<file path="config.mk">
export PLATFORM = sky130hd
export DESIGN_NAME = multiport_fifo_reader
export DESIGN_NICKNAME = d
export VERILOG_FILES = /design/src/rtl/multiport_fifo_reader.sv
export SDC_FILE = /design/constraint.sdc
export NUM_CORES = 1
export LEC_CHECK = 0
export ABC_AREA = 1
export CORE_MARGIN = 3
export CORE_UTILIZATION = 25
export DETAILED_ROUTE_END_ITERATION = 12
export SLEW_MARGIN = 10
export SYNTH_ARGS = -nofsm -noshare
export SYNTH_HDL_FRONTEND = slang
export SYNTH_SLANG_ARGS = --single-unit
</file>
<file path="constraint.sdc">
create_clock -name clk -period 5.6 [get_ports clk]
set_clock_uncertainty 0.05 [all_clocks]
set_input_delay 1.12 -clock clk [delete_from_list [all_inputs] [get_ports clk]]
set_output_delay 1.12 -clock clk [all_outputs]
set_load 0.005 [all_outputs]
</file>
<file path="src/rtl/multiport_fifo_reader.sv">
// multiport_fifo_reader
// Read-side adapter for the multi-port FIFO. Issues thermometer read bursts of
// up to LANES entries, packs the lanes that did not fail into a local buffer
// and replays them as a single-lane valid/ready stream in FIFO order.
//
// Ports:
//   clk, srst     clock and synchronous active-high reset
//   fifo_count    FIFO occupancy, used combinationally to size each burst
//   fifo_rd_en    per-lane read request (lanes 0..k-1), combinational
//   fifo_dout     returned data, lane i at [i*WIDTH +: WIDTH], valid one cycle after request
//   fifo_rd_fail  per-lane failure flag aligned with fifo_dout
//   m_data/m_valid/m_ready  registered single-beat output stream
//   err_count     saturating count of failed lanes
//
// Build option: define MPF_READER_ERRCNT_EN to implement err_count;
// otherwise err_count is tied to zero (failed lanes are still dropped).

module multiport_fifo_reader #(
    parameter int unsigned WIDTH = 32,
    parameter int unsigned LANES = 4,
    parameter int unsigned DEPTH = 16
) (
    input  logic                   clk,
    input  logic                   srst,
    input  logic [$clog2(DEPTH):0] fifo_count,
    output logic [LANES-1:0]       fifo_rd_en,
    input  logic [LANES*WIDTH-1:0] fifo_dout,
    input  logic [LANES-1:0]       fifo_rd_fail,
    output logic [WIDTH-1:0]       m_data,
    output logic                   m_valid,
    input  logic                   m_ready,
    output logic [15:0]            err_count
);

    localparam int unsigned KW = $clog2(LANES) + 1;

    typedef enum logic [1:0] {
        ST_IDLE,
        ST_WAIT,
        ST_DRAIN
    } state_t;

    state_t           state;
    logic [KW-1:0]    n_q;
    logic [KW-1:0]    head_q;
    logic [LANES-1:0] req_q;
    logic [WIDTH-1:0] beat_buf [LANES];

    logic [LANES-1:0] therm;
    logic             last_beat;
    logic             issue;
    logic [WIDTH-1:0] pack_buf [LANES];
    logic [KW-1:0]    pack_n;
    logic [WIDTH-1:0] next_data;

    // Lane i is requested when i < fifo_count; the loop bound caps the burst at LANES.
    always_comb begin
        therm = '0;
        for (int i = 0; i < int'(LANES); i++) begin
            if (int'(fifo_count) > i) therm[i] = 1'b1;
        end
    end

    // Requests leave from IDLE or on the handshake of the final buffered beat.
    assign last_beat  = (state == ST_DRAIN) && m_ready && (head_q == n_q - KW'(1));
    assign issue      = !srst && (fifo_count != '0) && ((state == ST_IDLE) || last_beat);
    assign fifo_rd_en = issue ? therm : '0;

    // Compact the requested, non-failed lanes into ascending slots.
    always_comb begin
        pack_n = '0;
        for (int j = 0; j < int'(LANES); j++) pack_buf[j] = '0;
        for (int i = 0; i < int'(LANES); i++) begin
            if (req_q[i] && !fifo_rd_fail[i]) begin
                for (int j = 0; j < int'(LANES); j++) begin
                    if (pack_n == KW'(j)) pack_buf[j] = fifo_dout[i*WIDTH +: WIDTH];
                end
                pack_n = pack_n + KW'(1);
            end
        end
    end

    // Beat following the one currently presented.
    always_comb begin
        next_data = '0;
        for (int j = 0; j < int'(LANES); j++) begin
            if (head_q + KW'(1) == KW'(j)) next_data = beat_buf[j];
        end
    end

    // Control FSM, buffer and registered output stream.
    always_ff @(posedge clk) begin
        if (srst) begin
            state   <= ST_IDLE;
            n_q     <= '0;
            head_q  <= '0;
            req_q   <= '0;
            m_valid <= 1'b0;
            m_data  <= '0;
            for (int j = 0; j < int'(LANES); j++) beat_buf[j] <= '0;
        end else begin
            req_q <= fifo_rd_en;
            case (state)
                ST_IDLE: begin
                    if (issue) state <= ST_WAIT;
                end
                ST_WAIT: begin
                    for (int j = 0; j < int'(LANES); j++) beat_buf[j] <= pack_buf[j];
                    n_q    <= pack_n;
                    head_q <= '0;
                    if (pack_n != '0) begin
                        state   <= ST_DRAIN;
                        m_valid <= 1'b1;
                        m_data  <= pack_buf[0];
                    end else begin
                        state <= ST_IDLE;
                    end
                end
                ST_DRAIN: begin
                    if (m_ready) begin
                        if (last_beat) begin
                            m_valid <= 1'b0;
                            head_q  <= '0;
                            state   <= issue ? ST_WAIT : ST_IDLE;
                        end else begin
                            head_q <= head_q + KW'(1);
                            m_data <= next_data;
                        end
                    end
                end
                default: state <= ST_IDLE;
            endcase
        end
    end

`ifdef MPF_READER_ERRCNT_EN
    logic [15:0]   err_q;
    logic [KW-1:0] fail_n;
    logic [16:0]   err_sum;

    // Failed lanes among those requested last cycle.
    always_comb begin
        fail_n = '0;
        for (int i = 0; i < int'(LANES); i++) begin
            if (req_q[i] && fifo_rd_fail[i]) fail_n = fail_n + KW'(1);
        end
    end

    assign err_sum = {1'b0, err_q} + 17'(fail_n);

    // Saturating failure counter, updated once per WAIT cycle.
    always_ff @(posedge clk) begin
        if (srst) begin
            err_q <= '0;
        end else if (state == ST_WAIT) begin
            err_q <= err_sum[16] ? 16'hFFFF : err_sum[15:0];
        end
    end

    assign err_count = err_q;
`else
    assign err_count = 16'h0000;
`endif

endmodule

</file>
Yosys cells after proc, flatten, opt, wreduce, memory -nomap -nowiden
Memories as Yosys holds them, arrays and structs flattened.
Index checks and enable logic that the tools add are counted.
{"block": "word_totals", "memories": 1, "word_cells": 121, "input_bits": 140, "output_inout_bits": 53, "ram_bits": 128, "reg_bits": 45}
{"block": "op_classes", "n_mux": 55, "n_lt_le_gt_ge": 4, "bitwise_logic": 4, "eq_ne": 20, "n_reduce_logical": 26, "addsub": 5}
{"memory": "beat_buf", "words": 4, "word_bits": 32, "read_ports": 4, "rd_clocked_by_memory_dff": 0, "write_ports": 4, "line": "47", "source": "logic [WIDTH-1:0] beat_buf [LANES];"}
{"cell": "32-bit two-way mux", "count": 24}
{"cell": "128-bit two-way mux", "count": 3}
{"cell": "32-bit one-hot mux with 2 select lines", "count": 1}
{"cell": "3-bit by 2-bit equality test with 1-bit output, second input constant", "count": 8}
{"cell": "3-bit two-way mux", "count": 5}
{"cell": "1-bit two-way mux", "count": 14}
{"cell": "3-bit by 1-bit adder with 3-bit output, second input constant", "count": 4}
{"cell": "3-bit by 1-bit equality test with 1-bit output, second input constant", "count": 4}
{"cell": "3-bit zero test", "count": 4}
{"cell": "5-bit by 1-bit > comparator with 1-bit output, second input constant", "count": 2}
{"cell": "5-bit by 2-bit > comparator with 1-bit output, second input constant", "count": 2}
{"cell": "2-bit inequality test, second input constant", "count": 5}
{"cell": "1-bit logical AND", "count": 8}
{"cell": "2-bit two-way mux", "count": 4}
{"cell": "4-bit AND reduction", "count": 2}
{"cell": "2-bit one-hot mux with 3 select lines", "count": 1}
{"cell": "3-bit one-hot mux with 2 select lines", "count": 1}
{"cell": "1-bit zero test", "count": 5}
{"cell": "5-bit nonzero test", "count": 1}
{"cell": "4-bit two-way mux", "count": 1}
{"cell": "1-bit OR", "count": 4}
{"cell": "3-bit equality test", "count": 1}
{"cell": "3-bit AND reduction", "count": 1}
{"cell": "3-bit nonzero test", "count": 1}
{"cell": "other kinds (8)", "count": 8}

Longest topological paths before layout
{"block": "logic_depth", "word_depth": 12, "ltp_mapped": 21, "depth_no_buf": 18}

Worst setup path after synthesis
No wires, ideal clock.
{"block": "synth_timing", "path_kind": "input-to-reg", "startpoint": "in srst", "endpoint": "mem beat_buf[0][0] (enable)", "t_required_ns": 4.428, "setup_time_ns": 1.122, "n_path_buf": 1, "arrival_ns": 3.601, "setup_slack_ns": 0.827, "stages": 3, "cell_sequence": "inv_1 -> clkbuf_1 -> nand2_1"}
{"item": "start: declaration", "line": "24", "source": "input logic srst,"}
{"item": "end: declaration", "line": "47"}

Worst setup path in the final report
{"block": "layout_timing", "startpoint": "in m_ready", "endpoint": "out fifo_rd_en[3]"}
{"block": "layout_via", "elab_chain_len": 5}
{"item": "start: declaration", "line": "31", "source": "input logic m_ready,"}
{"item": "1-bit logical AND (2 in series)", "line": "65", "source": "assign last_beat = (state == ST_DRAIN) && m_ready && (head_q == n_q - KW'(1));"}
{"item": "1-bit logical OR", "line": "66", "source": "assign issue = !srst && (fifo_count != '0) && ((state == ST_IDLE) || last_beat);"}
{"item": "1-bit logical AND", "line": "66"}
{"item": "4-bit two-way mux", "line": "67", "source": "assign fifo_rd_en = issue ? therm : '0;"}
{"item": "end: declaration", "line": "26", "source": "output logic [LANES-1:0] fifo_rd_en,"}
No other way between the ends.

==> results.yml <==
layout:
  layout_common_cells: "343 x nand2_1, 277 x nand3_1, 176 x clkdlybuf4s50_1, 139 x a21oi_1, 131 x nor2_1"
  fin_util: 0.318
  final_common_cell: "nand2_1"
  area_delta_synth_final_pct: 25.4
  stdcell_count: 2256
  drive_above_1_share: 0.0572
  fillers: 4731
  nets: 1801
cts:
  clkTransAtPathRegs_ns: 0.06
  cts_tree: "yes"
  clock_sinks: 173
  cts_made_buffers: 17
  clk-insertion-delay-late_ns: 0.46
  hold_buffers: 0
  postCtsSetupBuffers: 0
  cts_resized: 0
  ctsRootBufferMaster: "clkbuf_16"
  cts.htree.levels: 4
  cts_buffer_depth: 2
routing:
  highest_layer: "met5"
  firstDrtPassIters: 5
  wl_met2_mm: 20.7
  met1_length_mm: 17.5
  ant_nets: 0
  drc_errors: 0
  vias_per_cell: 5.15
  wl_mm: 43.9
  route.vias.total: 11600
  routedWlPerCell_um: 19.4
  drt_first_iter_violations: 1190
  met3_length_mm: 3.53
synthesis:
  ys_warn_count: 0
  synth_fa_ha_area_frac: 0.0145
  synth_top_family_by_area: "simple AND/OR/NAND/NOR gates"
  synthFlopType: "edfxtp_1"
  synthMuxAreaShare: 0
  netlist_instances: 1538
  ys_async_sr_fraction: 0
  netlist_area_um2: 11200
  synthXorXnorAreaFrac: 0.00312
  synthSimpleGateAreaFrac: 0.308
  synth_compound_area_frac: 0.156
  synth-edff-count: 128
  synth-seq-cells: 173
  syn_area_per_cell_um2: 7.31
  synth_cell_type_count: 34
  synth_seq_area_share: 0.422
setup_path:
  critPathKind: "input port to output port"
  max_stage_delay_ns: 0.51
  arrival_ns: 3.09
  critPathMaxFanout: 5
  cp.required_ns: 4.43
  crit_path_start_kind: "input port"
  worst_setup_path_end_kind: "output port"
  worstPathCellList: "clkdlybuf4s50_1 -> inv_1 -> nor2_1 -> nand3_1 -> nand2_2 -> nand4_1 -> nor2_1 -> clkdlybuf4s50_1"
  critPathSlowestCell: "clkdlybuf4s50_1"
timing:
  hold_viol_final: 0
  period_minus_slack_ns: 4.26
  rsz0062_at_grt: "no"
  fmax_mhz: 235
  timing.hold.ws_ns: 0.432
  tightest_slew_ns: 1.05
  setup_viol: 0
  period_share: 0.761
  slew-limit-headroom: 0.302
  drv_slew: 0
  tns_ns: 0
run:
  drv_cap: 0
grt:
  grt_pass1_vias: 10900
  antenna_found_initial: 8
  grt-ovfl-total: 0
  grt_max_degree: 65
  gr-usage-all-layers: 0.181
  grt_pass1_wl_mm: 65.8
die:
  die_w_um: 218
  start_util: 0.254
  core_area_um2: 44300
  boundaryPins: 193
  die_h_um: 218
  dieArea_um2: 47500
  rows: 77
status:
  status: "complete, no violations"
power:
  p_leak_nw: 5.61
  pwr_density_cell_nw_per_um2: 289
  ir_drop_uv: 196
placement:
  port_buffers: 176
  dp.cells: 2221
  routabilityCongestion: 0.916
  dp_hpwl_mm: 29.2
hold_path:
  hold_path_class: "flip-flop to flip-flop"
==> metal layers <==
metal / up-vias / track usage
li1: 5428 / -
met1: 5457 / 0.226
met2: 587 / 0.298
met3: 130 / 0.0344
met4: 10 / 0.0965
met5: - / 0
==> Yosys cell counts (4+ instances only) <==
library cell | instances | area, um^2
nand2_1 | 347 | 1300
nand3_1 | 277 | 1390
a21oi_1 | 139 | 696
nor2_1 | 134 | 503
edfxtp_1 | 128 | 3840
inv_1 | 108 | 405
clkbuf_1 | 70 | 263
o21ai_0 | 69 | 345
dfxtp_1 | 45 | 901
a211oi_1 | 32 | 240
o21bai_1 | 31 | 233
a221oi_1 | 24 | 210
buf_1 | 21 | 78.8
buf_2 | 20 | 100
buf_4 | 20 | 150
nand3b_1 | 16 | 120
ha_1 | 13 | 163
inv_2 | 6 | 22.5
nand2_2 | 6 | 37.5
clkinv_1 | 5 | 18.8
buf_6 | 4 | 45.0
nor2_2 | 4 | 25.0
==> layout make-up <==
cell class	count	area, um^2	area share
antenna	3	7.51	0.000533
clock inverter	14	193	0.0137
tap	592	741	0.0525
multi-input combinational	1126	5500	0.390
sequential	173	4740	0.337
timing repair buffer	211	2040	0.145
inverter	119	447	0.0317
clock buffer	18	429	0.0304
==> path summary, 6_finish.rpt <==
| check | to | depth (start not counted) | from | slack, ns |
|---|---|---|---|---|
| worst min-delay path | m_data[4] | 2 | m_data[4] | 0.43 |
| worst max register to register | beat_buf[1][13] | 13 | req_q[1] | 1.75 |
| worst max-delay path | fifo_rd_en[3] | 8 | m_ready | 1.34 |
| worst min register to register | m_data[4] | 2 | m_data[4] | 0.43 |
==> flip-flops by register name, indices dropped and copies added, names as in the netlist <==
signal	flops
n_q	3
req_q	4
state	2
beat_buf	128
head_q	3
m_data	32
m_valid	1
==> report_power, final <==
group	total (mW)	internal, mW	leakage (nW)	switching, mW
Combinational	1.18	0.429	3.57	0.749
Clock	1.30	0.748	0.298	0.549
Sequential	1.61	1.54	1.74	0.0622
Total	4.08	2.72	5.61	1.36
==> cells by family (layout without fill, tap and decap cells) <==
logic type                 count (synthesis)  in the layout
xor gates and xnor gates                   4              4
buffers and inverters                    254            362
adders and majority gates                 13             13
other                                      1             19
AOI/OAI and AO/OA                        299            299
DFF                                      173            173
and+or+nand+nor                          794            794
==> worst max-delay path: cells and delay by family <==
| kind | cells | cell delay (ns) |
|---|---|---|
| buf+inv | 3 | 1.07 |
| simple gates | 5 | 0.91 |
==> metrics by stage <==
| stage | instance area (um^2) | power, mW | setup WS (ns) |
|---|---|---|---|
| after global placement | 13500 | 2.79 | 1.01 |
| after detailed placement | 13500 | 2.80 | 0.934 |
| after CTS | 14100 | 4.09 | 1.34 |
| final | 14100 | 4.08 | 1.34 |
| after floorplan | 11300 | 2.30 | 0.827 |
| after global routing | 14100 | 4.28 | 1.13 |
No activity file was read; power rests on OpenSTA's default activity.
